$ cat src/rtl/prog_counter.sv
// prog_counter: programmable-modulus up/down counter with parallel load, wrap/saturate, tc/co and sticky ovf.
// Defining PROG_COUNTER_PRESCALE_EN adds parameter P, a cnt prescaler and the pre_tc output.
module prog_counter #(
  parameter int N    = 8,
  parameter int INIT = 0
`ifdef PROG_COUNTER_PRESCALE_EN
  , parameter int P  = 4
`endif
) (
  input  logic         clk,
  input  logic         rst,
  input  logic         clr,
  input  logic         ld,
  input  logic [N-1:0] din,
  input  logic         cnt,
  input  logic         up,
  input  logic         sat,
  input  logic [N-1:0] limit,
  output logic [N-1:0] pout,
  output logic         co,
  output logic         tc,
  output logic         ovf
`ifdef PROG_COUNTER_PRESCALE_EN
  , output logic       pre_tc
`endif
);

  localparam logic [N-1:0] ONE      = N'(1);
  localparam logic [N-1:0] INIT_VAL = N'(INIT);

  logic [N-1:0] r_pout;
  logic         r_ovf;
  logic [N-1:0] w_pout_next;
  logic         w_ovf_next;
  logic         w_tc;
  logic         w_step;

  // Boundary is direction dependent; >= so a loaded value above limit still wraps when counting up.
  assign w_tc = up ? (r_pout >= limit) : (r_pout == '0);

`ifdef PROG_COUNTER_PRESCALE_EN
  localparam int             PW   = (P > 1) ? $clog2(P) : 1;
  localparam logic [PW-1:0] PMAX = PW'(P - 1);

  logic [PW-1:0] r_pre;
  logic          w_pre_tc;

  assign w_pre_tc = (r_pre == PMAX);
  assign pre_tc   = cnt & w_pre_tc;
  assign w_step   = cnt & w_pre_tc;

  always_ff @(posedge clk or posedge rst) begin
    if (rst) begin
      r_pre <= '0;
    end else if (clr || ld) begin
      r_pre <= '0;
    end else if (cnt) begin
      r_pre <= w_pre_tc ? '0 : r_pre + PW'(1);
    end
  end
`else
  assign w_step = cnt;
`endif

  assign co = w_step & w_tc & ~clr & ~ld;

  always_comb begin
    w_pout_next = r_pout;
    w_ovf_next  = r_ovf;
    if (clr) begin
      w_pout_next = INIT_VAL;
      w_ovf_next  = 1'b0;
    end else if (ld) begin
      w_pout_next = din;
    end else if (w_step) begin
      if (!w_tc) begin
        w_pout_next = up ? r_pout + ONE : r_pout - ONE;
      end else if (!sat) begin
        w_pout_next = up ? '0 : limit;
        w_ovf_next  = 1'b1;
      end
    end
  end

  always_ff @(posedge clk or posedge rst) begin
    if (rst) begin
      r_pout <= INIT_VAL;
      r_ovf  <= 1'b0;
    end else begin
      r_pout <= w_pout_next;
      r_ovf  <= w_ovf_next;
    end
  end

  assign pout = r_pout;
  assign tc   = w_tc;
  assign ovf  = r_ovf;

endmodule

$ cat config.mk
export PLATFORM = sky130hd
export DESIGN_NAME = prog_counter
export DESIGN_NICKNAME = d
export VERILOG_FILES = /design/src/rtl/prog_counter.sv
export SDC_FILE = /design/constraint.sdc
export NUM_CORES = 1
export LEC_CHECK = 0
export CAP_MARGIN = 20
export CORE_MARGIN = 2
export CORE_UTILIZATION = 43
export DETAILED_ROUTE_END_ITERATION = 12
export PLACE_DENSITY = 0.76
export SLEW_MARGIN = 20
export SYNTH_ARGS = -nofsm -noshare
export SYNTH_HDL_FRONTEND = slang
export SYNTH_SLANG_ARGS = --single-unit
$ cat constraint.sdc
create_clock -name clk -period 2.2 [get_ports clk]
set_clock_uncertainty 0.15 [all_clocks]
set_input_delay 0.22 -clock clk [delete_from_list [all_inputs] [get_ports clk]]
set_output_delay 0.22 -clock clk [all_outputs]
set_load 0.05 [all_outputs]
# After elaboration in Yosys (flattened, before gate mapping)

Cells that the tools add are included.

Register bits: 9
Bits of input ports: 23
Output and inout bits: 11
Logic and storage cells: 32

$add $sub $neg: 2
Order comparisons: 1
Equality and inequality tests: 3
Multiplexer cells: 13
Bitwise gates (word level): 5
Reductions and logical operators: 6

Operators with widths:

| cell                  | count |
|---|---|
| $mux W8               | 7 |
| $add A8 B1 Y8 const B | 1 |
| $ge A8 B8 Y1          | 1 |
| $logic_not A8 Y1      | 1 |
| $sub A8 B1 Y8 const B | 1 |
| $mux W1               | 6 |
| $ne A2 B2 Y1 const B  | 2 |
| $ne A4 B4 Y1 const B  | 1 |
| $reduce_and A4 Y1     | 1 |
| $reduce_bool A2 Y1    | 2 |
| $and A1 B1 Y1         | 3 |
| $reduce_bool A3 Y1    | 1 |
| $not A1 Y1            | 2 |
| $reduce_and A2 Y1     | 1 |

# Longest topological paths before layout

Depth after elaboration: 6
Mapped depth: 9
Gate-level depth less buffers: 8

# Worst setup path after synthesis

Ideal clock, no wire load.

Kind: reg2out
Start: register r_pout[0] (netlist: pout[0])
End: output port co
Arrival time: 2.582 ns
Slack: -0.752 ns
Stages on the path, launching flop included: 8
Buffers on the path: 0
Path through: dfrtp_1 -> inv_1 -> ha_1 -> nor2b_1 -> o21ai_0 -> a31oi_4 -> nor2_4 -> and3_1

Word-level cells in the longest chain between the ends: 5

RTL lines:

| what                                             | RTL line | source |
|---|---|---|
| from (decl)                                      | 31       | `logic [N-1:0] r_pout;` |
| from (signal assigned)                           | 90       | `r_pout <= w_pout_next;` |
| $ge A8 B8 Y1 or $logic_not A8 Y1 (tied branches) | 39       | `assign w_tc = up ? (r_pout >= limit) : (r_pout == '0);` |
| $mux W1 *                                        | 39       |  |
| via tc                                           | 21       | `output logic tc,` |
| $and A1 B1 Y1 * (3 in a row)                     | 65       | `assign co = w_step & w_tc & ~clr & ~ld;` |
| to (decl)                                        | 20       | `output logic co,` |

The timed path passes the listed nets; every way through them passes the cells marked *.

# Worst setup path after layout

Start: register r_pout[4] (netlist: pout[4])
End: output port co

Word-level cells in the longest chain between the ends: 5

RTL lines:

| what                                             | RTL line |
|---|---|
| $ge A8 B8 Y1 or $logic_not A8 Y1 (tied branches) | 39 |
| $mux W1 *                                        | 39 |
| $and A1 B1 Y1 * (3 in a row)                     | 65 |

Every way passes the cells marked *; elsewhere a longest branch is shown, timed or not.

==> run metrics <==
# IOs 34; Avg WL per Cell 17.6 um; first-pass GRT wire length 7350 um; Synth Register Bits 9; DRC 0; post-layout worst setup margin -0.272 ns; critical path buffer and inverter count 1; CP peak stage delay 0.42 ns; Placeable Area 2730 um2; register area 235 um2; Vias 1500; data arrival time of the worst path 2.10 ns; WP depth 7; ANT nets after route 0; period utilisation layout 1.12; worst skew pair latency 0.27 ns; Initial Utilization 0.447; Final setup violation count 10; Synth Instances 145; Slowest-stage cell, CP dfrtp_2; post-synth top area cell dfrtp_1; Vias/cell 5.88; number of diodes 0; RSZ-0062 raised after global routing yes; Power Density 549 nW/um2; TritonCTS buffer count 3; Die Y 57.3 um; largest net degree at the start of global routing 10; Layout area overhead 70.0%; number of flops mapped to enable cells by yosys 0; Sequential Power Share 0.185; crit-path leading delay family compound AO/OA/AOI/OAI gates; complex-gate fraction of the synthesized area 0.343; Filler cells 195; Synth Warn # 0; Clock power frac 0.118; Detailed Route WL 4500 um; CTS sink count 9; total area of multi-input combinational cells 1060 um2; dpl ws -0.690 ns; switching power total 0.506 mW; GRT Total Usage 0.290; number of core rows 19; max_slew headroom 0.665; DRT Pass-1 Iters 5; CP Cell Sequence ha_4, o2111a_2, a221o_1, a31oi_4, nor2_4, and3_4, buf_8; VDD IR max 0.495 mV; Reg2Reg Depth 9; fmax 0.404 GHz; post-synthesis mux area share 0.0246; port bufs 33; CP endpoint kind output port; Clock Root Buffer clkbuf_4; Slew @ Worst Pin 0.501 ns; final core occ 0.760; Layout Nets 263; GP Congestion 0.890; Die X 57.3 um; sw frac 0.443; Comb pwr share 0.697; combinational family with the most area after synthesis compound AO/OA/AOI/OAI gates; status finished with violations; kind of critical path reg -> out; Synth Area in Simple Gates 0.212; htree depth 1; Final Hold Fails 0; Post-synth top flop dfrtp_1; vias in the first global route 1626; Static Leakage 0.931 nW; XOR/XNOR Fraction of Synth Area 0.0215; Max Transition Viols Final 0; Period minus WS final 2.47 ns; area of the die 3290 um2; clk slew on worst S/H paths 0.07 ns; share of cells above drive strength 1 0.384; drt initial violations 46; FFs w/ async S/R, synth 1.00; synth top area cells dfrtp_1 18%, ha_1 14%, o21ai_0 6.1%, inv_1 4.3%, nor2_1 4.0%; most common cell in the netlist o21ai_0; Post-Syn Area 1220 um2; buffer depth of the longest clock path 2; Avg Cell Area, Syn 8.43 um2; max-cap viol count 0; Overflow after GRT 0; Synth top cells by count 15 x o21ai_0, 14 x ha_1, 14 x inv_1, 13 x nor2_1, 11 x nand2_1; library cells used by synthesis 47; worst hold path type in -> async; internal power 0.636 mW; Seq/Total Area, Yosys 0.184; CP required 1.83 ns; adder-cell share of the synthesized area 0.160; Syn Nets 183; startpoint class of the critical path register; reg2reg setup slack -0.25 ns; initial antenna violation count 0; HPWL Detailed 3430 um; CTS tree done; Synth top area share 0.184; failing checks negative setup slack; CP max FO 3
==> cell families (layout without fill, tap and decap cells) <==
group | count (synthesis) | after routing
compound gates | 54 | 54
xor+xnor | 3 | 3
fa+ha+maj | 15 | 15
buf+inv | 16 | 95
flops | 9 | 9
mux | 3 | 3
simple gates | 45 | 45
==> final timing paths <==
path                              start      end
worst max register to register  pout[4]  pout[0]
worst min-delay path                rst      ovf
min in group clk                    ovf      ovf
worst min register to register      ovf      ovf
max in group asynchronous           rst  pout[3]
worst max-delay path            pout[4]       co
==> what timing repair did <==
item | 4_1_cts | 5_1_grt
gates resized for setup | 25 | 6
endpoints found under the hold margin | 0 | 0
buffers inserted | 2 | 2
pin swaps | 13 | 0
hold buffers | 0 | 0
setup endpoints to repair | 11 | 10
==> worst register-to-register path, stage by stage, from the launching register on <==
cell and delay [ns]:
dfrtp_2 0.42, ha_4 0.21, o2111a_2 0.25, a221o_1 0.36, a31oi_4 0.21, buf_4 0.17, buf_4 0.11, nor3_1 0.05
o32a_1 0.28, o22ai_1 0.16
==> area by class of cell <==
type	count	share of cell area
Timing Repair Buffer	77	0.321
Multi-Input combinational cell	120	0.509
Clock buffer	4	0.0126
Tap cell	31	0.0187
Inverter	14	0.0253
Sequential cell	9	0.113
==> stage by stage <==
step	hold WS (ns)	std cells	cell area, um2	power (mW)	setup TNS (ns)
finish	0.0706	255	2080	1.14	-2.25
global route	0.125	255	2080	1.21	-2.91
detailed placement	0.359	247	1910	0.924	-5.89
floorplan	-0.103	145	1260	0.628	-2.90
CTS	0.0790	253	2040	1.11	-2.02
global placement	0.352	247	1910	0.896	-5.31
==> power by group through the flow <==
stage / combinational, mW / sequential (mW) / clock, mW
detailed placement: 0.715 / 0.209 / 0
global route: 0.851 / 0.214 / 0.148
CTS: 0.757 / 0.211 / 0.139
global placement: 0.688 / 0.208 / 0
finish: 0.796 / 0.211 / 0.135
floorplan: 0.337 / 0.291 / 0
==> flip-flops by register name (all words and copies together) (netlist names) <==
register / count
pout: 8
ovf: 1
==> routing by layer <==
metal  global-route usage  share of wire
met1                0.316           0.39
met2                0.557           0.53
met3               0.0431          0.052
met4                0.110          0.029
met5                    0              0
==> cell usage in the layout (no fill, tap or decap), types with 4 or more instances in the layout <==
cell type / synthesis / layout
dfrtp_2: 0 / 8
buf_4: 0 / 43
nor2_1: 13 / 13
ha_1: 14 / 9
nor2b_1: 6 / 5
o21ai_1: 0 / 4
o21ai_0: 15 / 11
a21oi_1: 6 / 5
inv_1: 14 / 12
clkdlybuf4s50_1: 0 / 26
dlygate4sd2_1: 0 / 5
ha_4: 0 / 5
nand2_1: 11 / 11
Power figures use the tool's default switching activity.
